## src/rtl/arith_pkg.sv

```systemverilog
// Shared constants for the arithmetic command sequencer: opcodes, FSM
// encoding and the default operand width.
package arith_pkg;

   localparam int DEF_WIDTH = 8;

   // Datapath opcodes
   localparam logic [1:0] ADD = 2'b00;
   localparam logic [1:0] SUB = 2'b01;
   localparam logic [1:0] MUL = 2'b10;
   localparam logic [1:0] DIV = 2'b11;

   // Sequencer FSM encoding
   typedef logic [2:0] state_t;
   localparam state_t ST_IDLE    = 3'd0;
   localparam state_t ST_ISSUE   = 3'd1;
   localparam state_t ST_WAIT    = 3'd2;
   localparam state_t ST_CAPTURE = 3'd3;
   localparam state_t ST_RESP    = 3'd4;

endpackage

```

## src/rtl/arith_cmd_sequencer_if.sv

```systemverilog
// Request, controller and response signals of the command sequencer.
// slave  = the sequencer itself, master = the surrounding environment.
interface arith_cmd_sequencer_if #(
   parameter int WIDTH = arith_pkg::DEF_WIDTH
);
   logic               req_valid;
   logic               req_ready;
   logic [WIDTH-1:0]   req_a;
   logic [WIDTH-1:0]   req_b;
   logic [1:0]         req_op;
   logic               go;
   logic [WIDTH-1:0]   op_a;
   logic [WIDTH-1:0]   op_b;
   logic [1:0]         op_code;
   logic               done;
   logic [2*WIDTH-1:0] dp_result;
   logic               rsp_valid;
   logic               rsp_ready;
   logic [2*WIDTH-1:0] rsp_result;
   logic [1:0]         rsp_op;
   logic               rsp_err;
   logic               busy;

   modport slave (
      input  req_valid, req_a, req_b, req_op, done, dp_result, rsp_ready,
      output req_ready, go, op_a, op_b, op_code, rsp_valid, rsp_result,
             rsp_op, rsp_err, busy
   );

   modport master (
      output req_valid, req_a, req_b, req_op, done, dp_result, rsp_ready,
      input  req_ready, go, op_a, op_b, op_code, rsp_valid, rsp_result,
             rsp_op, rsp_err, busy
   );
endinterface

```

## src/rtl/arith_req_fifo.sv

```systemverilog
// Small request FIFO holding {op, a, b}. Pointers wrap naturally because
// DEPTH is a power of two; count is one bit wider to represent "full".
module arith_req_fifo #(
   parameter int WIDTH = 8,
   parameter int DEPTH = 4
) (
   input  logic                      clk,
   input  logic                      rst_n,
   input  logic                      push,
   input  logic                      pop,
   input  logic [2+2*WIDTH-1:0]      din,
   output logic [2+2*WIDTH-1:0]      head,
   output logic [$clog2(DEPTH):0]    count,
   output logic                      full,
   output logic                      empty
);
   localparam int EW = 2 + 2*WIDTH;
   localparam int AW = $clog2(DEPTH);
   localparam int CW = AW + 1;

   logic [EW-1:0] mem [DEPTH];
   logic [AW-1:0] wr_ptr, rd_ptr;
   logic          wr_en, rd_en;

   assign full  = (count == CW'(DEPTH));
   assign empty = (count == '0);
   assign wr_en = push & ~full;
   assign rd_en = pop & ~empty;
   assign head  = mem[rd_ptr];

   // Storage needs no reset; only valid entries are ever read.
   always_ff @(posedge clk) begin
      if (wr_en) mem[wr_ptr] <= din;
   end

   // Pointer and occupancy bookkeeping.
   always_ff @(posedge clk or negedge rst_n) begin
      if (!rst_n) begin
         wr_ptr <= '0;
         rd_ptr <= '0;
         count  <= '0;
      end else begin
         if (wr_en) wr_ptr <= wr_ptr + AW'(1);
         if (rd_en) rd_ptr <= rd_ptr + AW'(1);
         case ({wr_en, rd_en})
            2'b10:   count <= count + CW'(1);
            2'b01:   count <= count - CW'(1);
            default: count <= count;
         endcase
      end
   end
endmodule

```

## src/rtl/arith_cmd_sequencer.sv

```systemverilog
// Front-end for the multicycle arithmetic unit: queues requests, issues one
// at a time with a go pulse, waits for done (watchdog-guarded) and returns
// the captured result on a valid/ready response port.
module arith_cmd_sequencer
   import arith_pkg::*;
#(
   parameter int WIDTH   = DEF_WIDTH,
   parameter int DEPTH   = 4,
   parameter int TIMEOUT = 32
) (
   input  logic                 clk,
   input  logic                 rst_n,
   arith_cmd_sequencer_if.slave bus
);
   localparam int EW  = 2 + 2*WIDTH;
   localparam int CW  = $clog2(DEPTH) + 1;
   localparam int WDW = $clog2(TIMEOUT);

   state_t          state;
   logic [WDW-1:0]  wd;
   logic [EW-1:0]   head;
   logic [CW-1:0]   fifo_count;
   logic            full, empty, push, pop;

   assign push          = bus.req_valid & ~full;
   assign pop           = (state == ST_IDLE) & ~empty;
   assign bus.req_ready = (fifo_count != CW'(DEPTH));
   assign bus.go        = (state == ST_ISSUE);
   assign bus.busy      = (state != ST_IDLE) | (fifo_count != '0);

   arith_req_fifo #(.WIDTH(WIDTH), .DEPTH(DEPTH)) u_fifo (
      .clk   (clk),
      .rst_n (rst_n),
      .push  (push),
      .pop   (pop),
      .din   ({bus.req_op, bus.req_a, bus.req_b}),
      .head  (head),
      .count (fifo_count),
      .full  (full),
      .empty (empty)
   );

   // Issue/wait/capture/respond sequencing; operands only move on IDLE->ISSUE
   // so the controller sees them stable when it loads one cycle after go.
   always_ff @(posedge clk or negedge rst_n) begin
      if (!rst_n) begin
         state          <= ST_IDLE;
         wd             <= '0;
         bus.op_a       <= '0;
         bus.op_b       <= '0;
         bus.op_code    <= '0;
         bus.rsp_valid  <= 1'b0;
         bus.rsp_result <= '0;
         bus.rsp_op     <= '0;
         bus.rsp_err    <= 1'b0;
      end else begin
         case (state)
            ST_IDLE: begin
               if (!empty) begin
                  {bus.op_code, bus.op_a, bus.op_b} <= head;
                  state <= ST_ISSUE;
               end
            end
            ST_ISSUE: begin
               wd    <= '0;
               state <= ST_WAIT;
            end
            ST_WAIT: begin
               if (bus.done) begin
                  state <= ST_CAPTURE;
               end else if (wd == WDW'(TIMEOUT-1)) begin
                  bus.rsp_result <= '0;
                  bus.rsp_op     <= bus.op_code;
                  bus.rsp_err    <= 1'b1;
                  bus.rsp_valid  <= 1'b1;
                  state          <= ST_RESP;
               end else begin
                  wd <= wd + WDW'(1);
               end
            end
            ST_CAPTURE: begin
               // controller loaded its output register on the done edge
               bus.rsp_result <= bus.dp_result;
               bus.rsp_op     <= bus.op_code;
               bus.rsp_err    <= 1'b0;
               bus.rsp_valid  <= 1'b1;
               state          <= ST_RESP;
            end
            ST_RESP: begin
               if (bus.rsp_ready) begin
                  bus.rsp_valid <= 1'b0;
                  state         <= ST_IDLE;
               end
            end
            default: state <= ST_IDLE;
         endcase
      end
   end
endmodule

```

## src/flat_wrapper.sv

```systemverilog
// flat-port wrapper written by rule: the top's interface ports become plain ports
module arith_cmd_sequencer_flat import arith_pkg::*;
#(
   parameter int WIDTH   = DEF_WIDTH,
   parameter int DEPTH   = 4,
   parameter int TIMEOUT = 32
)
  (clk, rst_n, bus_req_valid, bus_req_a, bus_req_b, bus_req_op, bus_done, bus_dp_result, bus_rsp_ready, bus_req_ready, bus_go, bus_op_a, bus_op_b, bus_op_code, bus_rsp_valid, bus_rsp_result, bus_rsp_op, bus_rsp_err, bus_busy);
  arith_cmd_sequencer_if #(.WIDTH(WIDTH)) bus_i ();
  input  logic clk;
  input  logic rst_n;
  input wire logic [$bits(bus_i.req_valid)-1:0] bus_req_valid;
  input wire logic [$bits(bus_i.req_a)-1:0] bus_req_a;
  input wire logic [$bits(bus_i.req_b)-1:0] bus_req_b;
  input wire logic [$bits(bus_i.req_op)-1:0] bus_req_op;
  input wire logic [$bits(bus_i.done)-1:0] bus_done;
  input wire logic [$bits(bus_i.dp_result)-1:0] bus_dp_result;
  input wire logic [$bits(bus_i.rsp_ready)-1:0] bus_rsp_ready;
  output wire logic [$bits(bus_i.req_ready)-1:0] bus_req_ready;
  output wire logic [$bits(bus_i.go)-1:0] bus_go;
  output wire logic [$bits(bus_i.op_a)-1:0] bus_op_a;
  output wire logic [$bits(bus_i.op_b)-1:0] bus_op_b;
  output wire logic [$bits(bus_i.op_code)-1:0] bus_op_code;
  output wire logic [$bits(bus_i.rsp_valid)-1:0] bus_rsp_valid;
  output wire logic [$bits(bus_i.rsp_result)-1:0] bus_rsp_result;
  output wire logic [$bits(bus_i.rsp_op)-1:0] bus_rsp_op;
  output wire logic [$bits(bus_i.rsp_err)-1:0] bus_rsp_err;
  output wire logic [$bits(bus_i.busy)-1:0] bus_busy;
  assign bus_i.req_valid = bus_req_valid;
  assign bus_i.req_a = bus_req_a;
  assign bus_i.req_b = bus_req_b;
  assign bus_i.req_op = bus_req_op;
  assign bus_i.done = bus_done;
  assign bus_i.dp_result = bus_dp_result;
  assign bus_i.rsp_ready = bus_rsp_ready;
  assign bus_req_ready = bus_i.req_ready;
  assign bus_go = bus_i.go;
  assign bus_op_a = bus_i.op_a;
  assign bus_op_b = bus_i.op_b;
  assign bus_op_code = bus_i.op_code;
  assign bus_rsp_valid = bus_i.rsp_valid;
  assign bus_rsp_result = bus_i.rsp_result;
  assign bus_rsp_op = bus_i.rsp_op;
  assign bus_rsp_err = bus_i.rsp_err;
  assign bus_busy = bus_i.busy;
  arith_cmd_sequencer #(.WIDTH(WIDTH), .DEPTH(DEPTH), .TIMEOUT(TIMEOUT)) u_core (.clk(clk), .rst_n(rst_n), .bus(bus_i));
endmodule
```

## config.mk

```make
export PLATFORM = sky130hd
export DESIGN_NAME = arith_cmd_sequencer_flat
export DESIGN_NICKNAME = d
export VERILOG_FILES = /design/src/rtl/arith_pkg.sv /design/src/rtl/arith_cmd_sequencer_if.sv /design/src/rtl/arith_req_fifo.sv /design/src/rtl/arith_cmd_sequencer.sv /design/src/flat_wrapper.sv
export SDC_FILE = /design/constraint.sdc
export NUM_CORES = 1
export LEC_CHECK = 0
export CAP_MARGIN = 20
export CELL_PAD_IN_SITES_DETAIL_PLACEMENT = 0
export CELL_PAD_IN_SITES_GLOBAL_PLACEMENT = 1
export CORE_UTILIZATION = 40
export CTS_CLUSTER_DIAMETER = 150
export CTS_CLUSTER_SIZE = 8
export DETAILED_ROUTE_END_ITERATION = 8
export GPL_TIMING_DRIVEN = 0
export PLACE_DENSITY = 0.7
export SKIP_LAST_GASP = 1
export SYNTH_ARGS = -nofsm -noshare
export SYNTH_HDL_FRONTEND = slang
export SYNTH_SLANG_ARGS = --single-unit
```

## constraint.sdc

```tcl
create_clock -name clk -period 5.6 [get_ports clk]
set_clock_uncertainty 0.2 [all_clocks]
set_input_delay 0.84 -clock clk [delete_from_list [all_inputs] [get_ports clk]]
set_output_delay 0.84 -clock clk [all_outputs]
set_load 0.02 [all_outputs]
```

=== Word-level counts from Yosys, hierarchy flattened ===
Memory sizes are Yosys's and may differ from the RTL's. A register that Yosys moved wholly into a read port is not among the register bits.
Index checks and enable logic that the tools add are counted.

* Logic and storage cells: 73
* Output and inout bits: 41
* Bits in registers: 35
* Bits in latches: 0
* Memory bits (writable): 72
* Bits in read-only memories: 0
* Memories: 1

* Div/mod/pow operators: 0
* Reductions and logical operators: 14
* Multiply operators: 0
* Add/subtract/negate cells: 5
* Shift-type cells: 0
* Magnitude comparators: 0
* Mux-type cells: 22
* Eq/ne operators: 15
* Bitwise logic cells: 7

{| class="wikitable"
|+ Memories
! memory !! depth !! width !! read ports !! clocked after Yosys merged registers in !! wr ports !! line !! source
|-
| u_core.u_fifo.mem || 4 || 18 || 1 || 1 || 1 || arith_req_fifo.sv:21 || <nowiki>logic [EW-1:0] mem [DEPTH];</nowiki>
|}

{| class="wikitable"
|+ Operators by type and width
! operator !! count
|-
| 16-bit 2-to-1 mux || 2
|-
| 16-bit case mux with 2 select lines || 1
|-
| 3-bit case mux with 5 select lines || 1
|-
| 3-bit 2-to-1 mux || 4
|-
| 5-bit 2-to-1 mux || 2
|-
| 5-bit case mux with 2 select lines || 1
|-
| 3-bit AND reduction || 3
|-
| 3-bit nonzero test || 3
|-
| 2-bit != test, second input constant || 4
|-
| 3-bit by 2-bit == test with 1-bit output, second input constant || 2
|-
| 3-bit == test, second input constant || 2
|-
| 3-bit zero test || 2
|-
| 3-bit case mux with 2 select lines || 1
|-
| 2-bit nonzero test || 3
|-
| 5-bit by 1-bit adder with 5-bit output, second input constant || 1
|-
| 5-bit == test, second input constant || 1
|-
| 1-bit 2-to-1 mux || 5
|-
| 2-bit by 1-bit adder with 2-bit output, second input constant || 2
|-
| 1-bit AND || 4
|-
| 2-bit 2-to-1 mux || 2
|-
| 2-bit case mux with 2 select lines || 1
|-
| 4-bit AND reduction || 1
|-
| 3-bit by 1-bit adder with 3-bit output, second input constant || 1
|-
| 3-bit by 1-bit == test with 1-bit output, second input constant || 1
|-
| other kinds (12) || 13
|}

=== Logic depth before layout (Yosys ltp) ===
* Word-level depth: 6
* Gate-level depth with buffers: 11

=== Hierarchy ===
Synthesis repeated with hierarchy kept, for this count alone.

* Cell total of the unflattened synthesis: 268
* Area total of the unflattened synthesis: 4958.5 um^2

{| class="wikitable"
|+ By module, submodules not included
! module !! cells an instance !! area each (um^2) !! instances
|-
| arith_req_fifo || 131 || 3037.9 || 1
|-
| arith_cmd_sequencer || 137 || 1920.6 || 1
|}

=== Worst setup path after synthesis ===
OpenSTA, ideal clock, no wires.

* Path kind: reg-to-reg
* Start: reg u_core.u_fifo.count[1]
* End: reg u_core.u_fifo.count[2]
* Clock period less this slack: 2.329 ns
* Path slack: 3.271 ns
* Stages on the path, launching flop included: 10
* Arrival time: 2.050 ns
* Data required time: 5.321 ns
* Path through: dfrtp_1 or3b_4 and2_4 inv_1 ha_1 inv_1 fa_1 xor2_1 nor2_1 xor2_1

* Longest elaborated chain between the ends: 6
* Elaborated cells on any way between the ends: 14

{| class="wikitable"
|+ Ends and longest elaborated chain
! item !! line !! source
|-
| start: declaration || arith_req_fifo.sv:13 || <nowiki>output logic [$clog2(DEPTH):0] count,</nowiki>
|-
| start signal: assignment || arith_req_fifo.sv:46 || <nowiki>2'b10: count <= count + CW'(1);</nowiki>
|-
| start signal: assignment || arith_req_fifo.sv:47 || <nowiki>2'b01: count <= count - CW'(1);</nowiki>
|-
| start signal: assignment || arith_req_fifo.sv:48 || <nowiki>default: count <= count;</nowiki>
|-
| 3-bit == test or 3-bit zero test (tied branches) || arith_req_fifo.sv:25, arith_req_fifo.sv:26 ||
|-
| 1-bit inverter (on tied branches) || - ||
|-
| 1-bit AND (on tied branches) || arith_cmd_sequencer.sv:25, arith_cmd_sequencer.sv:26 ||
|-
| 1-bit AND (on tied branches) || arith_req_fifo.sv:27, arith_req_fifo.sv:28 ||
|-
| 2-bit by 1-bit == test with 1-bit output or 2-bit == test (tied branches) || arith_req_fifo.sv:45 || <nowiki>case ({wr_en, rd_en})</nowiki>
|-
| 3-bit case mux with 2 select lines or 2-bit nonzero test (tied branches) || - ||
|}

Several ways; a longest one is shown, not always the timed one.
A chain may end at the register's enable or synchronous reset.

=== Worst setup path after layout ===
* Start: reg u_core.state[0]
* End: out bus_go

* Longest elaborated chain between the ends: 1

{| class="wikitable"
|+ Ends and longest elaborated chain
! item !! line !! source
|-
| start: declaration || arith_cmd_sequencer.sv:19 || <nowiki>state_t state;</nowiki>
|-
| start signal: assignment || arith_cmd_sequencer.sv:47 || <nowiki>state <= ST_IDLE;</nowiki>
|-
| start signal: assignment || arith_cmd_sequencer.sv:61 || <nowiki>state <= ST_ISSUE;</nowiki>
|-
| start signal: assignment || arith_cmd_sequencer.sv:66 || <nowiki>state <= ST_WAIT;</nowiki>
|-
| 3-bit by 1-bit == test with 1-bit output || arith_cmd_sequencer.sv:28 || <nowiki>assign bus.go = (state == ST_ISSUE);</nowiki>
|-
| end: declaration || flat_wrapper.sv:20 || <nowiki>output wire logic [$bits(bus_i.go)-1:0] bus_go;</nowiki>
|}

Every way passes these cells.

==> summary.txt <==
Yosys
  • Area leader, netlist: edfxtp_1
  • Seq/Total Area, Yosys: 0.6987
  • Post-synthesis compound-gate area fraction: 0.05038
  • Syn_area_per_cell: 18.49 sq um
  • Synth Instances: 270
  • Synth Area in Adders: 0.02155
  • Mapped Area: around 5000 sq um
  • Synth cell types: 40
  • Yosys reg bits: 125
  • Syn nets: 317
  • Area share of xor/xnor cells in the synthesized design: 0.01053
  • Largest family of logic cells by synthesized area: multiplexers
  • Area contributors post-synth: edfxtp_1 (43%), dfrtp_1 (27%), mux4_2 (8.1%), mux2_4 (5.7%), a22o_1 (3.7%)
  • Simple-Gate Fraction of Synth Area: 0.04586
  • Top cell type's share of synthesized area: 0.4331
  • Mux share of post-synthesis cell area: 0.1471
  • Yosys warning count: 0

Setup path
  • Crit path buffers/inverters: 2
  • Critical Path Sink Type: primary output
  • Startpoint types: register
  • Crit-path max cell delay: 0.62 ns
  • CP cell instances: buf_2 > nand2b_1 > nor2_1 > clkdlybuf4s50_1
  • R2r startpoint: u_core.state[2]$_DFFE_PN0P_
  • Data required, critical path: ~4.6 ns
  • CP top delay family: buffers and inverters
  • CP max-delay cell: clkdlybuf4s50_1
  • Worst-path maximum fanout: 10
  • WS Path Type: register to primary output
  • Critical Path AT: around 2.0 ns
  • CP startpoint: u_core.state[0]$_DFFE_PN0P_

Timing
  • Max-slew headroom: 0.6537
  • Hold Violations, Final: 0
  • Setup TNS Final: 0 ns
  • RSZ-0062 raised after global routing: no
  • Max frequency: between 0.3 and 0.4 GHz
  • Tmin final: 3.048 ns
  • Hold_ws: 0.1972 ns
  • Fin. max-slew vios: 0
  • Final setup violation count: 0
  • Period utilization: 0.5443
  • Worst-Margin Slew: 0.5194 ns

Place
  • IO buf count: roughly 80
  • HPWL after detailed placement: ~6 mm
  • Final Wtd Congestion: approximately 0.71
  • Placed Area: 6008 sq um

GRT
  • Vias in the first global route: 2887
  • Number of antenna violations at the first check in global routing: 0
  • Largest net degree at the start of global routing: 35
  • Grt total ovfl: 0
  • Global-route wire length before repair: around 15 mm
  • Overall Global Routing Usage: 0.1629

Drt
  • Wirelength per Cell: around 17 um
  • TritonRoute pass-1 iters: 4
  • DRT iter0 DRCs: 143
  • Via density: 4.867
  • ANT nets after route: 0
  • Routed wire length: 9.318 mm
  • DR vias: 2677
  • # DRC: 0

Die
  • I/O pins: 80
  • Die area: 12930 sq um
  • Die H: 113.7 um
  • Core box area: about 12000 sq um
  • Starting Density: 0.4122
  • Die Wd: 113.7 um
  • Number of cell rows: 40

Status
  • Outcome: completed

Pwr
  • Int Pwr: 2.858 mW
  • Power Total: between 4 and 5 mW
  • Switching Share: 0.3082
  • Combinational power share: 0.370
  • Clk pwr share: 0.285
  • Power Dens Cells: roughly 620 nW/um^2
  • Flop pwr share: 0.346
  • P_sw: 1.273 mW
  • Leakage: 2.628 nW
  • IR drop worst, VDD: 0.3179 mV

Hold path
  • HP Class: input pin to async pin

CTS
  • Clock Sinks: about 130
  • Root buffer cell: clkbuf_16
  • Postcts setup bufs: 0
  • Clock Latency Late Sink: 0.42 ns
  • Post-cts resize count: 0
  • CTS H-tree depth: 4
  • Clock slew at reported path FFs: 0.06 ns
  • Max clock buf depth: 2
  • TritonCTS clock tree: built
  • Num CTS Buffers: 17
  • CTS Hold Buffers Added: 0

Final layout
  • Ratio of cells with drive above 1 in the final layout: 0.2408
  • Total Nets Final: 416
  • Area grow syn2layout: 33.11%
  • Cell area after layout: 6645 sq um
  • Most common cell after layout, fill and taps aside: clkdlybuf4s50_1
  • # diodes: 0
  • Most frequent cells in the layout: clkdlybuf4s50_1 (78), edfxtp_1 (72), dfrtp_1 (53), a22o_1 (21), mux2_4 (19)

Run
  • Number of max-cap violations: 0
layer usage:
metal  vias to the layer above  global-route usage  share of wire
met3                        11             0.05898          0.058
met1                      1350              0.1967           0.44
met4                         0             0.06579          0.012
li1                       1244                   -              -
met2                        72              0.2659           0.49
met5                         -                   0              0
cell usage after synthesis:
| master | number |
|---|---|
| mux2i_1 | 1 |
| xor2_1 | 2 |
| o21ai_1 | 3 |
| nor3_2 | 1 |
| a21oi_1 | 2 |
| clkbuf_1 | 1 |
| and3_2 | 4 |
| mux2_1 | 3 |
| xnor2_1 | 4 |
| or3_4 | 1 |
| nand2b_1 | 2 |
| or3b_4 | 1 |
| and2_4 | 1 |
| fa_1 | 1 |
| edfxtp_1 | 72 |
| nand2_1 | 2 |
| a211o_1 | 2 |
| buf_2 | 7 |
| nor2_1 | 5 |
| and2_1 | 2 |
| or3b_1 | 2 |
| mux4_2 | 18 |
| o31ai_1 | 1 |
| nand3_1 | 3 |
| nor4_2 | 1 |
| ha_1 | 7 |
| mux2_4 | 19 |
| o21bai_1 | 1 |
| nor2b_1 | 2 |
| nand4_1 | 2 |
| dfrtp_1 | 53 |
| o21ai_0 | 2 |
| buf_4 | 1 |
| buf_6 | 4 |
| a22o_1 | 21 |
| and3_1 | 2 |
| nor3_1 | 2 |
| nand2_2 | 1 |
| nor3b_1 | 1 |
| inv_1 | 10 |
final timing paths:
path,to,slack [ns],depth (start not counted)
min in group clk,u_core.bus.rsp_op[0]$_DFFE_PN0P_,0.29,1
max in group asynchronous,u_core.bus.op_b[3]$_DFFE_PN0P_,4.45,2
max reg2reg,u_core.u_fifo.count[2]$_DFFE_PN0P_,3.14,11
min reg2reg,u_core.bus.rsp_op[0]$_DFFE_PN0P_,0.29,1
max,bus_go,2.55,4
min,u_core.bus.op_a[2]$_DFFE_PN0P_,0.20,1
sequential cells by signal (all words and copies together) (netlist names):
register,count
u_core.u_fifo.mem,72
u_core.state,3
u_core.bus.rsp_err,1
u_core.bus.rsp_op,2
u_core.u_fifo.wr_ptr,2
u_core.u_fifo.rd_ptr,2
u_core.bus.op_code,2
u_core.bus.op_b,8
u_core.u_fifo.count,3
u_core.bus.rsp_valid,1
u_core.bus.op_a,8
u_core.bus.rsp_result,16
u_core.wd,5
cells by family after synthesis:
| group | after synthesis |
|---|---|
| DFF | 125 |
| muxes | 41 |
| and+or+nand+nor | 35 |
| AOI/OAI and AO/OA | 32 |
| buffers and inverters | 23 |
| adders and majority gates | 8 |
| xor gates and xnor gates | 6 |
area by class of cell:
class / count / area, sq um
fill: 1000 / 5466
sequential: 125 / 3488
multi-input combinational: 122 / 1375
timing repair buffer: 80 / 805.8
clock buffer: 18 / 429.2
tap: 168 / 210.2
clock inverter: 14 / 207.7
buffer: 13 / 91.34
inverter: 10 / 37.54
power by group through the flow:
stage          Clock (mW)  Sequential [mW]  Combinational (mW)
3_3_place_gp            0             1.43                1.52
6_report             1.18             1.43                1.53
2_1_floorplan           0             1.57               0.880
4_1_cts              1.20             1.43                1.56
3_5_place_dp            0             1.44                1.55
5_1_grt              1.24             1.46                1.65
through the flow:
stage               std cells    util  setup WS, ns
detailed placement        518  0.4961         2.726
finish                    550  0.5487         2.552
CTS                       550  0.5487         2.541
floorplan                 270       -         3.271
global route              550  0.5487         2.408
global placement          517  0.4948         1.657
(Power assumes the default switching activity.)
